### config.mk
export PLATFORM = sky130hd
export DESIGN_NAME = display_mux_n
export DESIGN_NICKNAME = d
export VERILOG_FILES = /design/src/rtl/display_mux_n.sv
export SDC_FILE = /design/constraint.sdc
export NUM_CORES = 1
export LEC_CHECK = 0
export CORE_UTILIZATION = 45
export DETAILED_ROUTE_END_ITERATION = 10
export PLACE_DENSITY = 0.72
export SETUP_SLACK_MARGIN = 0.02
export SLEW_MARGIN = 5
export SYNTH_ARGS = -nofsm -noshare
export SYNTH_HDL_FRONTEND = slang
export SYNTH_SLANG_ARGS = --single-unit
### constraint.sdc
create_clock -name clock -period 9.8 [get_ports clock]
set_clock_uncertainty 0.15 [all_clocks]
set_input_delay 1.47 -clock clock [delete_from_list [all_inputs] [get_ports clock]]
set_output_delay 1.47 -clock clock [all_outputs]
set_load 0.005 [all_outputs]
### src/rtl/display_mux_n.sv
// Multiplexed seven-segment scan driver (1..8 digits) with buffered loading, LZ blanking, PWM dimming.
// Outputs registered, 1-cycle latency; no backpressure: load is always accepted, last load in a frame wins.
module display_mux_n #(
    parameter int DIGITS        = 8,
    parameter int PRESCALE_LOG2 = 11,
    parameter int BRIGHT_W      = 4
) (
    input  logic                  clock,
    input  logic                  reset,
    input  logic [4*DIGITS-1:0]   value,
    input  logic [DIGITS-1:0]     point,
    input  logic                  load,
    input  logic                  blank_lz,
    input  logic [BRIGHT_W-1:0]   brightness,
    output logic [7:0]            segment,
    output logic [7:0]            digit,
    output logic                  frame_done
);

    localparam int SLOT_W = (DIGITS > 1) ? $clog2(DIGITS) : 1;
    localparam logic [SLOT_W-1:0] LAST_SLOT = SLOT_W'(DIGITS - 1);

    logic [PRESCALE_LOG2-1:0] presc_q, presc_d;
    logic [SLOT_W-1:0]        slot_q, slot_d;
    logic                     frame_done_q, frame_done_d;
    logic [4*DIGITS-1:0]      stage_val_q, stage_val_d;
    logic [DIGITS-1:0]        stage_pt_q, stage_pt_d;
    logic                     pending_q, pending_d;
    logic [4*DIGITS-1:0]      shadow_val_q, shadow_val_d;
    logic [DIGITS-1:0]        shadow_pt_q, shadow_pt_d;
    logic [7:0]               segment_q, segment_d;
    logic [7:0]               digit_q, digit_d;

    logic                     presc_wrap;
    logic                     boundary;
    logic [DIGITS-1:0]        upper_zero;
    logic                     zero_acc;
    logic [3:0]               nibble;
    logic                     blank;
    logic                     lit;
    logic [BRIGHT_W-1:0]      presc_top;

    // Active-high {a,b,c,d,e,f,g}
    function automatic logic [6:0] hex7(input logic [3:0] n);
        case (n)
            4'h0:    hex7 = 7'b1111110;
            4'h1:    hex7 = 7'b0110000;
            4'h2:    hex7 = 7'b1101101;
            4'h3:    hex7 = 7'b1111001;
            4'h4:    hex7 = 7'b0110011;
            4'h5:    hex7 = 7'b1011011;
            4'h6:    hex7 = 7'b1011111;
            4'h7:    hex7 = 7'b1110000;
            4'h8:    hex7 = 7'b1111111;
            4'h9:    hex7 = 7'b1111011;
            4'hA:    hex7 = 7'b1110111;
            4'hB:    hex7 = 7'b0011111;
            4'hC:    hex7 = 7'b1001110;
            4'hD:    hex7 = 7'b0111101;
            4'hE:    hex7 = 7'b1001111;
            default: hex7 = 7'b1000111;
        endcase
    endfunction

    // upper_zero[i]: nibbles and points i..DIGITS-1 are all clear
    always_comb begin
        upper_zero = '0;
        zero_acc   = 1'b1;
        for (int i = DIGITS - 1; i >= 0; i--) begin
            zero_acc      = zero_acc && (shadow_val_q[4*i +: 4] == 4'h0) && !shadow_pt_q[i];
            upper_zero[i] = zero_acc;
        end
    end

    always_comb begin
        presc_wrap = &presc_q;
        boundary   = presc_wrap && (slot_q == LAST_SLOT);

        presc_d = presc_q + PRESCALE_LOG2'(1);
        slot_d  = slot_q;
        if (presc_wrap) begin
            slot_d = (slot_q == LAST_SLOT) ? '0 : slot_q + SLOT_W'(1);
        end
        frame_done_d = boundary;

        stage_val_d  = stage_val_q;
        stage_pt_d   = stage_pt_q;
        pending_d    = pending_q;
        shadow_val_d = shadow_val_q;
        shadow_pt_d  = shadow_pt_q;
        // A load landing on the boundary edge bypasses staging entirely
        if (boundary) begin
            pending_d = 1'b0;
            if (load) begin
                shadow_val_d = value;
                shadow_pt_d  = point;
            end else if (pending_q) begin
                shadow_val_d = stage_val_q;
                shadow_pt_d  = stage_pt_q;
            end
        end else if (load) begin
            stage_val_d = value;
            stage_pt_d  = point;
            pending_d   = 1'b1;
        end

        nibble    = shadow_val_q[{slot_q, 2'b00} +: 4];
        blank     = blank_lz && (slot_q != '0) && upper_zero[slot_q];
        presc_top = presc_q[PRESCALE_LOG2-1 -: BRIGHT_W];
        lit       = (&brightness) || (presc_top < brightness);

        segment_d = 8'hFF;
        digit_d   = 8'hFF;
        if (lit && !blank) begin
            segment_d = {~hex7(nibble), ~shadow_pt_q[slot_q]};
            digit_d   = ~(8'd1 << slot_q);
        end
    end

    always_ff @(posedge clock or posedge reset) begin
        if (reset) begin
            presc_q      <= '0;
            slot_q       <= '0;
            frame_done_q <= 1'b0;
            stage_val_q  <= '0;
            stage_pt_q   <= '0;
            pending_q    <= 1'b0;
            shadow_val_q <= '0;
            shadow_pt_q  <= '0;
            segment_q    <= 8'hFF;
            digit_q      <= 8'hFF;
        end else begin
            presc_q      <= presc_d;
            slot_q       <= slot_d;
            frame_done_q <= frame_done_d;
            stage_val_q  <= stage_val_d;
            stage_pt_q   <= stage_pt_d;
            pending_q    <= pending_d;
            shadow_val_q <= shadow_val_d;
            shadow_pt_q  <= shadow_pt_d;
            segment_q    <= segment_d;
            digit_q      <= digit_d;
        end
    end

    assign segment    = segment_q;
    assign digit      = digit_q;
    assign frame_done = frame_done_q;

endmodule
# After elaboration in Yosys (flattened, before gate mapping)
# Memory sizes are Yosys's and may differ from the RTL's.
# Index checks and enable logic that the tools add are counted.
totals:
  wordCells: 80
  ff_bits: 112
  out_inout_bits: 17
  mem_count: 1
  inputBits: 48
  rom_bits: 112
classes:
  shifts: 2
  magnitude_cmp: 2
  n_addsub: 2
  eq_ne: 1
  mux: 14
  bitwise: 4
  n_reduce_logical: 44
memory_table:
  columns: ["name", "depth", "width", "read_ports", "rd_ports_with_merged_regs", "write_ports", "line_no", "rtl"]
  rows:
  - ["(name not given)", 16, 7, 1, 0, 0, "45", "case (n)"]
op_table:
  columns: ["operator", "count"]
  rows:
  - ["$mux W32", 2]
  - ["$logic_not A4 Y1", 8]
  - ["$mux W8", 4]
  - ["$shiftx A32 B6 Y4", 1]
  - ["$logic_and A1 B1 Y1", 19]
  - ["$add A11 B1 Y11 const B", 1]
  - ["$reduce_and A11 Y1", 1]
  - ["$logic_not A1 Y1", 9]
  - ["$not A8 Y8", 1]
  - ["$shl A1 B3 Y8 const A", 1]
  - ["$mux W7", 1]
  - ["$not A7 Y7", 1]
  - ["$bmux W1 S3", 2]
  - ["$lt A3 B4 Y1 const B", 1]
  - ["$lt A4 B4 Y1", 1]
  - ["$mux W1", 4]
  - ["$reduce_and A2 Y1", 2]
  - ["$reduce_and A4 Y1", 1]
  - ["$reduce_bool A2 Y1", 2]
  - ["$add A3 B1 Y3 const B", 1]
  - ["$eq A3 B3 Y1 const B", 1]
  - ["$mux W3", 1]
  - ["$reduce_bool A3 Y1", 1]
  - ["$not A1 Y1", 2]
  - ["$logic_or A1 B1 Y1", 1]

# Depth between registers and ports, before layout
# Gate-level depths: netlist of the first run.
logic_depth:
  word_depth: 24
  mapped_depth: 10
  ltp_nobuf: 8

# Worst setup path after synthesis of the first run
# OpenSTA, ideal clock, no wires.
synth_path:
  kind: "input -> register"
  startpoint: "input port blank_lz"
  endpoint: "register digit_q[2], in the netlist digit[2]"
  path_buffers: 1
  required_time_ns: 9.586
  cell_stages: 6
  arrival_ns: 2.802
  setup_time_ns: 0.064
  setup_slack_ns: 6.784
  cell_sequence: "or4b_1 > nor4_1 > nand4_1 > o32a_4 > buf_6 > nand3_1"
synth_via:
  elab_chain_len: 5
synth_rtl:
  columns: ["item", "line_no", "rtl"]
  rows:
  - ["from (decl)", "13", "input logic blank_lz,"]
  - ["$logic_and A1 B1 Y1 (2 in a row)", "108", "blank = blank_lz && (slot_q != '0) && upper_zero[slot_q];"]
  - ["$logic_not A1 Y1", "114", "if (lit && !blank) begin"]
  - ["$logic_and A1 B1 Y1", "114", null]
  - ["$mux W8", "114", null]
  - ["via digit_d[2]", "32", "logic [7:0] digit_q, digit_d;"]
  - ["to (signal assigned)", "142", "digit_q <= digit_d;"]
  - ["to (decl)", "32", null]
# The timed path passes the listed nets, and every way through them passes these cells.
# A chain may end at the register's enable or synchronous reset.

# Worst setup path after layout of the first run
layout_path:
  startpoint: "input port blank_lz"
  endpoint: "register segment_q[3], in the netlist segment[3]"
layout_via:
  elab_chain_len: 5
layout_rtl:
  columns: ["item", "line_no", "rtl"]
  rows:
  - ["$logic_and A1 B1 Y1 (2 in a row)", "108", null]
  - ["$logic_not A1 Y1", "114", null]
  - ["$logic_and A1 B1 Y1", "114", null]
  - ["$mux W8", "114", null]
  - ["via segment_d[3]", "31", "logic [7:0] segment_q, segment_d;"]
  - ["to (signal assigned)", "141", "segment_q <= segment_d;"]
  - ["to (decl)", "31", null]
# The timed path passes the listed nets, and every way through them passes these cells.

==> impl_metrics.xml, run 1 <==
<?xml version="1.0" encoding="UTF-8"?>
<metrics>
  <group name="drt">
    <metric name="antenna_violating_nets_post_route" unit="">0</metric>
    <metric name="routed_wire_length_per_instance" unit="um">16.6</metric>
    <metric name="routed-wl-met2" unit="mm">4.79</metric>
    <metric name="drc" unit="">0</metric>
    <metric name="detail_route.wirelength" unit="mm">10.0</metric>
    <metric name="drt_iter0_markers" unit="">106</metric>
    <metric name="num_vias" unit="">3258</metric>
    <metric name="drt_pass1_iterations" unit="">6</metric>
    <metric name="drt-vias-per-instance" unit="">5.40</metric>
    <metric name="topRoutingLayerUsed" unit="">met4</metric>
    <metric name="wl_met1" unit="mm">4.72</metric>
    <metric name="dr_wl_met3" unit="um">343</metric>
  </group>
  <group name="worst_setup_path">
    <metric name="crit_slowest_cell" unit="">o32a_4</metric>
    <metric name="cp-start-kind" unit="">input port</metric>
    <metric name="path_buf_inv" unit="">1</metric>
    <metric name="critical_path.max_stage_delay" unit="ns">0.50</metric>
    <metric name="path_max_fanout" unit="">16</metric>
    <metric name="critPathTopFamily" unit="">simple AND/OR/NAND/NOR gates</metric>
    <metric name="required" unit="ns">9.91</metric>
    <metric name="timing.critical_path.cells" unit="">clkdlybuf4s50_1, or4b_1, nor4_1, nand4_1, o32a_4, o211ai_1</metric>
    <metric name="critical_path_arrival" unit="ns">3.44</metric>
    <metric name="criticalPathCategory" unit="">in -&gt; reg</metric>
    <metric name="critical_path.endpoint_type" unit="">register</metric>
  </group>
  <group name="clock_network">
    <metric name="clock_tree_from_tritoncts" unit="">yes</metric>
    <metric name="post_cts.repair.setup_buffers" unit="">0</metric>
    <metric name="ctsHoldBuffers" unit="">0</metric>
    <metric name="clk_pin_slew" unit="ns">0.07</metric>
    <metric name="tritoncts.num_buffers" unit="">9</metric>
    <metric name="clock_insertion_delay_worst_skew" unit="ns">0.35</metric>
    <metric name="ctsResizeCount" unit="">0</metric>
    <metric name="ctsHtreeMaxLevel" unit="">3</metric>
    <metric name="clk_path_buf_depth" unit="">2</metric>
    <metric name="root_buffer" unit="">clkbuf_16</metric>
    <metric name="clkSinkCount" unit="">112</metric>
  </group>
  <group name="sta">
    <metric name="drv_slew" unit="">0</metric>
    <metric name="tightestPinTransition" unit="ns">1.05</metric>
    <metric name="final.min_clock_period" unit="ns">3.33</metric>
    <metric name="final-hold-violation-count" unit="">0</metric>
    <metric name="total_negative_slack_for_setup_checks" unit="ns">0</metric>
    <metric name="achievable-frequency" unit="GHz">0.300</metric>
    <metric name="finalSetupViolations" unit="">0</metric>
    <metric name="layout_worst_path_cycle_share" unit="">0.340</metric>
    <metric name="worst_hold_slack_after_final_layout" unit="ns">0.335</metric>
    <metric name="rsz0062_at_grt" unit="">false</metric>
    <metric name="max-slew-margin-rel" unit="">0.300</metric>
  </group>
  <group name="floorplan">
    <metric name="ios" unit="">65</metric>
    <metric name="initial_utilization" unit="">0.470</metric>
    <metric name="placement_rows" unit="">39</metric>
    <metric name="placeableCoreArea" unit="mm^2">0.0117</metric>
    <metric name="die_height" unit="um">112</metric>
    <metric name="design.die.area" unit="mm^2">0.0126</metric>
    <metric name="fp.dieW" unit="um">112</metric>
  </group>
  <group name="power_and_ir_drop">
    <metric name="peakVddDrop" unit="mV">0.114</metric>
    <metric name="power.density" unit="mW/mm^2">147</metric>
    <metric name="p_leak" unit="uW">0.00288</metric>
  </group>
  <group name="cells_and_area">
    <metric name="multi_input_area" unit="mm^2">0.00246</metric>
    <metric name="antennaDiodeCount" unit="">0</metric>
    <metric name="fin_nets" unit="">519</metric>
    <metric name="sequential_cell_area" unit="mm^2">0.00282</metric>
    <metric name="syn2layout_area_growth" unit="%">18.5</metric>
    <metric name="drive_above_1_share" unit="">0.354</metric>
    <metric name="final.fill_count" unit="">985</metric>
  </group>
  <group name="synthesis">
    <metric name="synth.ff_latch_count" unit="">112</metric>
    <metric name="post_synth_num_cell_types" unit="">43</metric>
    <metric name="synth_largest_area_cell" unit="">dfrtp_1</metric>
    <metric name="area_share_of_the_largest_cell_type_after_synthesis" unit="">0.438</metric>
    <metric name="seq_area_frac_synth" unit="">0.515</metric>
    <metric name="synth.net_count" unit="">462</metric>
    <metric name="synth_enable_flop_cells" unit="">0</metric>
    <metric name="synthesis.instances" unit="">398</metric>
    <metric name="syn-cell-area" unit="mm^2">0.00548</metric>
    <metric name="synth-async-reset-ratio" unit="">1.00</metric>
    <metric name="post_synth_main_area_contributors" unit="">dfrtp_1 (44%), mux2_2 (22%), dfstp_2 (7.7%)</metric>
    <metric name="ys_dominant_reg_cell" unit="">dfrtp_1</metric>
    <metric name="ys_warn_count" unit="">0</metric>
    <metric name="postSynthAreaPerCell" unit="um^2">13.8</metric>
  </group>
  <group name="placement">
    <metric name="dp_hpwl" unit="mm">7.03</metric>
    <metric name="port_buffers" unit="">64</metric>
    <metric name="place.gp.congestion" unit="">0.794</metric>
  </group>
  <group name="flow_run">
    <metric name="max-cap-violations" unit="">0</metric>
  </group>
  <group name="grt">
    <metric name="largest_net_degree_at_the_start_of_global_routing" unit="">69</metric>
    <metric name="first_pass_grt_wire_length" unit="mm">17.2</metric>
    <metric name="globalRoute.totalOverflow" unit="">0</metric>
    <metric name="first_global_vias" unit="">3456</metric>
    <metric name="grt_usage" unit="">0.176</metric>
    <metric name="antenna_found_initial" unit="">0</metric>
  </group>
  <group name="run_status">
    <metric name="outcome" unit="">completed</metric>
  </group>
  <group name="min_path">
    <metric name="hold_class" unit="">reg -&gt; reg</metric>
  </group>
</metrics>
==> per-stage QoR <==
stage               area (um^2)  std cells  setup WS (ns)  utilization  power, uW
floorplan                  5480        398           5.25            -        544
global placement           6170        587           6.18        0.529        575
detailed placement         6170        587           6.14        0.529        577
CTS                        6490        603           6.50        0.557        968
global route               6490        603           6.38        0.557        996
finish                     6490        603           6.47        0.557        957
==> layer usage <==
layer  global-route usage  vias to the layer above
li1                     -                     1549
met1                0.233                     1637
met2                0.289                       63
met3               0.0351                        9
met4               0.0640                        0
met5                    0                        -
==> registers in the layout (all words and copies together), names as in the netlist <==
signal,flops
pending_q,1
segment,8
frame_done,1
shadow_val_q,32
digit,8
presc_q,11
shadow_pt_q,8
slot_q,3
stage_pt_q,8
stage_val_q,32
==> worst register-to-register path: stages (launching register included) <==
cell and delay (ns):
dfrtp_1 0.40, ha_1 0.23, nand2_1 0.07, nor2_1 0.26, and4_1 0.37, and2_1 0.28, nand2b_2 0.87, mux2_2 0.43
==> final timing paths <==
kind                                      start                     endpoint  slack, ns  depth (start not counted)
setup / recovery                       blank_lz         segment[3]$_DFF_PP1_       6.47                          6
min in group asynchronous                 reset    stage_pt_q[3]$_DFFE_PP0P_       1.48                          2
hold reg to reg            presc_q[0]$_DFF_PP0_         presc_q[0]$_DFF_PP0_       0.33                          1
setup reg to reg           presc_q[0]$_DFF_PP0_  stage_val_q[11]$_DFFE_PP0P_       6.63                          7
hold / removal             presc_q[0]$_DFF_PP0_         presc_q[0]$_DFF_PP0_       0.33                          1
max in group asynchronous                 reset         segment[3]$_DFF_PP1_       6.95                          3
==> kinds of logic after synthesis <==
logic type	after synthesis	share of synthesized area
AND/OR/NAND/NOR	66	0.0628
AO/OA/AOI/OAI	26	0.0356
buffers and inverters	33	0.0365
XOR/XNOR	9	0.0144
multiplexers	135	0.297
flip-flops	112	0.515
adder cells (fa/ha/maj)	17	0.0384
==> Yosys cell counts (2+ instances only) <==
cell type and n:
mux4_2 10, dfstp_2 16, and2_1 3, nand2_1 20, ha_1 16, xnor2_1 6, a21oi_1 5, nor2_1 10
xor2_1 3, mux2_2 109, a21o_1 2, o211ai_1 3, nor4_1 2, clkbuf_1 5, o21ai_0 6, or4_1 5
nand3_1 12, nand2b_1 3, mux2i_1 3, inv_1 12, o221ai_1 3, buf_6 9, buf_2 7, dfrtp_1 96
nor3_1 2, mux2_1 13
==> area by class of cell <==
cell class / instances / share of cell area
Clock buffer: 9 / 0.0347
Clock inverter: 7 / 0.0146
Timing Repair Buffer: 67 / 0.101
Inverter: 12 / 0.00732
Tap cell: 143 / 0.0276
Multi-Input combinational cell: 253 / 0.380
Sequential cell: 112 / 0.435
==> cell usage in the layout (no fill, tap or decap), types with 5 or more instances in the layout <==
cell             count
mux4_2              10
nand3_1             12
a21oi_1              5
ha_1                16
nor2_1              10
nand2_1             20
inv_1               11
o21ai_0              6
dfstp_2             16
clkbuf_16            9
mux2_2             109
clkdlybuf4s50_1     63
xnor2_1              6
or4_1                5
mux2_1              13
dfrtp_1             96
==> power by group <==
group          internal [uW]  total (uW)  switching [uW]
combinational           48.4        79.6            31.2
sequential               480         488            7.64
clock                    224         389             165
Power figures use the tool's default switching activity.
==> run 2: changes to the inputs <==
clock period = 3.4 ns   (was 9.8 ns; I/O delays follow)
==> run 2 against run 1 <==
Die area did not move. Total power rose to 2.9 times the previous value. Setup slack lost 5.9 ns. Global-route usage rose by 0.65 points. Worst hold slack worse by 0.0098 ns. Count of clock-buffer cells in the layout rose by 1. Sequential share of layout area fell by 0.57 points. Final area is 1.3% higher. Via count rose by 2.8%. Largest cell class unchanged.
==> impl_metrics.xml, run 2 (synthesized netlist as in run 1, its figures left out) <==
<?xml version="1.0" encoding="UTF-8"?>
<metrics>
  <group name="clock_network">
    <metric name="tritoncts.num_buffers" unit="">9</metric>
    <metric name="clk_path_buf_depth" unit="">2</metric>
    <metric name="root_buffer" unit="">clkbuf_16</metric>
    <metric name="clock_tree_from_tritoncts" unit="">yes</metric>
    <metric name="ctsHoldBuffers" unit="">0</metric>
    <metric name="clkSinkCount" unit="">112</metric>
    <metric name="clk_pin_slew" unit="ns">0.07</metric>
    <metric name="post_cts.repair.setup_buffers" unit="">0</metric>
    <metric name="clock_insertion_delay_worst_skew" unit="ns">0.35</metric>
    <metric name="ctsHtreeMaxLevel" unit="">3</metric>
    <metric name="ctsResizeCount" unit="">0</metric>
  </group>
  <group name="sta">
    <metric name="final-hold-violation-count" unit="">0</metric>
    <metric name="drv_slew" unit="">0</metric>
    <metric name="total_negative_slack_for_setup_checks" unit="ns">0</metric>
    <metric name="layout_worst_path_cycle_share" unit="">0.833</metric>
    <metric name="tightestPinTransition" unit="ns">0.580</metric>
    <metric name="finalSetupViolations" unit="">0</metric>
    <metric name="max-slew-margin-rel" unit="">0.613</metric>
    <metric name="final.min_clock_period" unit="ns">2.83</metric>
    <metric name="rsz0062_at_grt" unit="">false</metric>
    <metric name="setup_slack" unit="ns">0.566</metric>
    <metric name="achievable-frequency" unit="GHz">0.353</metric>
  </group>
  <group name="min_path">
    <metric name="timing.hold.worst_path_depth" unit="">1</metric>
    <metric name="hold_class" unit="">reg -&gt; reg</metric>
  </group>
  <group name="placement">
    <metric name="dpl.cell_count" unit="">595</metric>
    <metric name="detailed_place.area" unit="mm^2">0.00626</metric>
    <metric name="dp_hpwl" unit="mm">7.59</metric>
    <metric name="port_buffers" unit="">64</metric>
    <metric name="place.gp.congestion" unit="">0.806</metric>
    <metric name="preCtsSetupSlack" unit="ns">0.552</metric>
  </group>
  <group name="worst_setup_path">
    <metric name="path_max_fanout" unit="">27</metric>
    <metric name="timing.critical_path.depth" unit="">8</metric>
    <metric name="crit_slowest_cell" unit="">nand2b_2</metric>
    <metric name="critical_path.max_stage_delay" unit="ns">0.41</metric>
    <metric name="critical_path_arrival" unit="ns">2.92</metric>
    <metric name="worst_r2r_path_depth" unit="">8</metric>
    <metric name="critPathTopFamily" unit="">simple AND/OR/NAND/NOR gates</metric>
    <metric name="path_buf_inv" unit="">1</metric>
    <metric name="timing.critical_path.cells" unit="">ha_1, nand2_1, nor2_1, and4_1, and2_1, nand2b_2, buf_12, mux2_2</metric>
    <metric name="required" unit="ns">3.48</metric>
    <metric name="criticalPathCategory" unit="">reg -&gt; reg</metric>
    <metric name="cp-start-kind" unit="">register</metric>
    <metric name="critical_path.endpoint_type" unit="">register</metric>
  </group>
  <group name="cells_and_area">
    <metric name="final_cell_area" unit="mm^2">0.00658</metric>
    <metric name="sequential_cell_area" unit="mm^2">0.00282</metric>
    <metric name="drive_above_1_share" unit="">0.363</metric>
    <metric name="layout.cells.most_common_list" unit="">mux2_2 (109), dfrtp_1 (96), clkdlybuf4s50_1 (63)</metric>
    <metric name="syn2layout_area_growth" unit="%">20.0</metric>
    <metric name="fin_nets" unit="">527</metric>
    <metric name="reg_top3" unit="">shadow_val_q (32), stage_val_q (32), presc_q (11)</metric>
    <metric name="final.fill_count" unit="">965</metric>
    <metric name="final_cells" unit="">611</metric>
    <metric name="multi_input_area" unit="mm^2">0.00246</metric>
    <metric name="mostFrequentLayoutCell" unit="">mux2_2</metric>
    <metric name="antennaDiodeCount" unit="">0</metric>
  </group>
  <group name="grt">
    <metric name="first_pass_grt_wire_length" unit="mm">18.0</metric>
    <metric name="antenna_found_initial" unit="">0</metric>
    <metric name="grt_usage" unit="">0.183</metric>
    <metric name="first_global_vias" unit="">3508</metric>
    <metric name="globalRoute.totalOverflow" unit="">0</metric>
    <metric name="largest_net_degree_at_the_start_of_global_routing" unit="">54</metric>
  </group>
  <group name="power_and_ir_drop">
    <metric name="p_sw_frac" unit="">0.213</metric>
    <metric name="power.switching" unit="uW">591</metric>
    <metric name="peakVddDrop" unit="mV">0.295</metric>
    <metric name="share_comb_of_total_power" unit="">0.086</metric>
    <metric name="power.density" unit="mW/mm^2">421</metric>
    <metric name="p_leak" unit="uW">0.00292</metric>
    <metric name="cellInternalPower" unit="uW">2180</metric>
    <metric name="clockPowerShare" unit="">0.407</metric>
    <metric name="power.sequential.fraction" unit="">0.508</metric>
  </group>
  <group name="floorplan">
    <metric name="design.die.area" unit="mm^2">0.0126</metric>
    <metric name="placeableCoreArea" unit="mm^2">0.0117</metric>
    <metric name="initial_utilization" unit="">0.470</metric>
    <metric name="ios" unit="">65</metric>
    <metric name="placement_rows" unit="">39</metric>
    <metric name="die_height" unit="um">112</metric>
    <metric name="fp.dieW" unit="um">112</metric>
  </group>
  <group name="run_status">
    <metric name="outcome" unit="">completed</metric>
  </group>
  <group name="flow_run">
    <metric name="max-cap-violations" unit="">0</metric>
  </group>
  <group name="drt">
    <metric name="antenna_violating_nets_post_route" unit="">0</metric>
    <metric name="drt_iter0_markers" unit="">149</metric>
    <metric name="routed_wire_length_per_instance" unit="um">16.9</metric>
    <metric name="num_vias" unit="">3349</metric>
    <metric name="drc" unit="">0</metric>
    <metric name="drt_pass1_iterations" unit="">4</metric>
    <metric name="drt-vias-per-instance" unit="">5.48</metric>
    <metric name="detail_route.wirelength" unit="mm">10.3</metric>
  </group>
</metrics>
==> run 2: cell types whose count changed in the layout (fill, tap and decap cells not counted), sizes merged <==
cell / change
buf: +8
clkinvlp: +3
inv: -1
clkbuf: +1
clkinv: -3
==> run 2: cell type report <==
type,instances,area share
clock buffer,10,0.0348
clock inverter,6,0.0139
inverter,12,0.00742
multi-input combinational,253,0.375
sequential,112,0.429
tap,143,0.0272
timing repair buffer,75,0.113
==> run 2: worst paths after layout <==
kind | slack (ns) | start | to
max | 0.57 | presc_q[0]$_DFF_PP0_ | stage_val_q[25]$_DFFE_PP0P_
min | 0.33 | presc_q[4]$_DFF_PP0_ | presc_q[4]$_DFF_PP0_
max reg2reg | 0.57 | presc_q[0]$_DFF_PP0_ | stage_val_q[25]$_DFFE_PP0P_
min reg2reg | 0.33 | presc_q[4]$_DFF_PP0_ | presc_q[4]$_DFF_PP0_
max in group asynchronous | 1.96 | reset | segment[6]$_DFF_PP1_
min in group asynchronous | 0.42 | reset | stage_val_q[25]$_DFFE_PP0P_
==> run 2: stage by stage <==
stage          total power (uW)  hold WS (ns)  utilization
4_1_cts                    2800         0.330        0.564
6_report                   2770         0.325        0.564
3_3_place_gp               1660         0.306        0.537
3_5_place_dp               1670         0.315        0.537
2_1_floorplan              1570         0.293            -
5_1_grt                    2880         0.357        0.564
==> run 2: metal layers <==
metal / share of wire / vias up / global-route usage
li1: - / 1572 / -
met1: 0.46 / 1676 / 0.243
met2: 0.49 / 80 / 0.303
met3: 0.032 / 21 / 0.0308
met4: 0.019 / 0 / 0.0667
met5: 0 / - / 0
==> run 2: power groups by stage <==
stage                     clock network [uW]  logic, uW  registers, uW
after floorplan                            0        145           1420
after global placement                     0        237           1430
after detailed placement                   0        242           1430
after CTS                               1150        244           1400
after global routing                    1210        261           1410
final                                   1130        237           1410
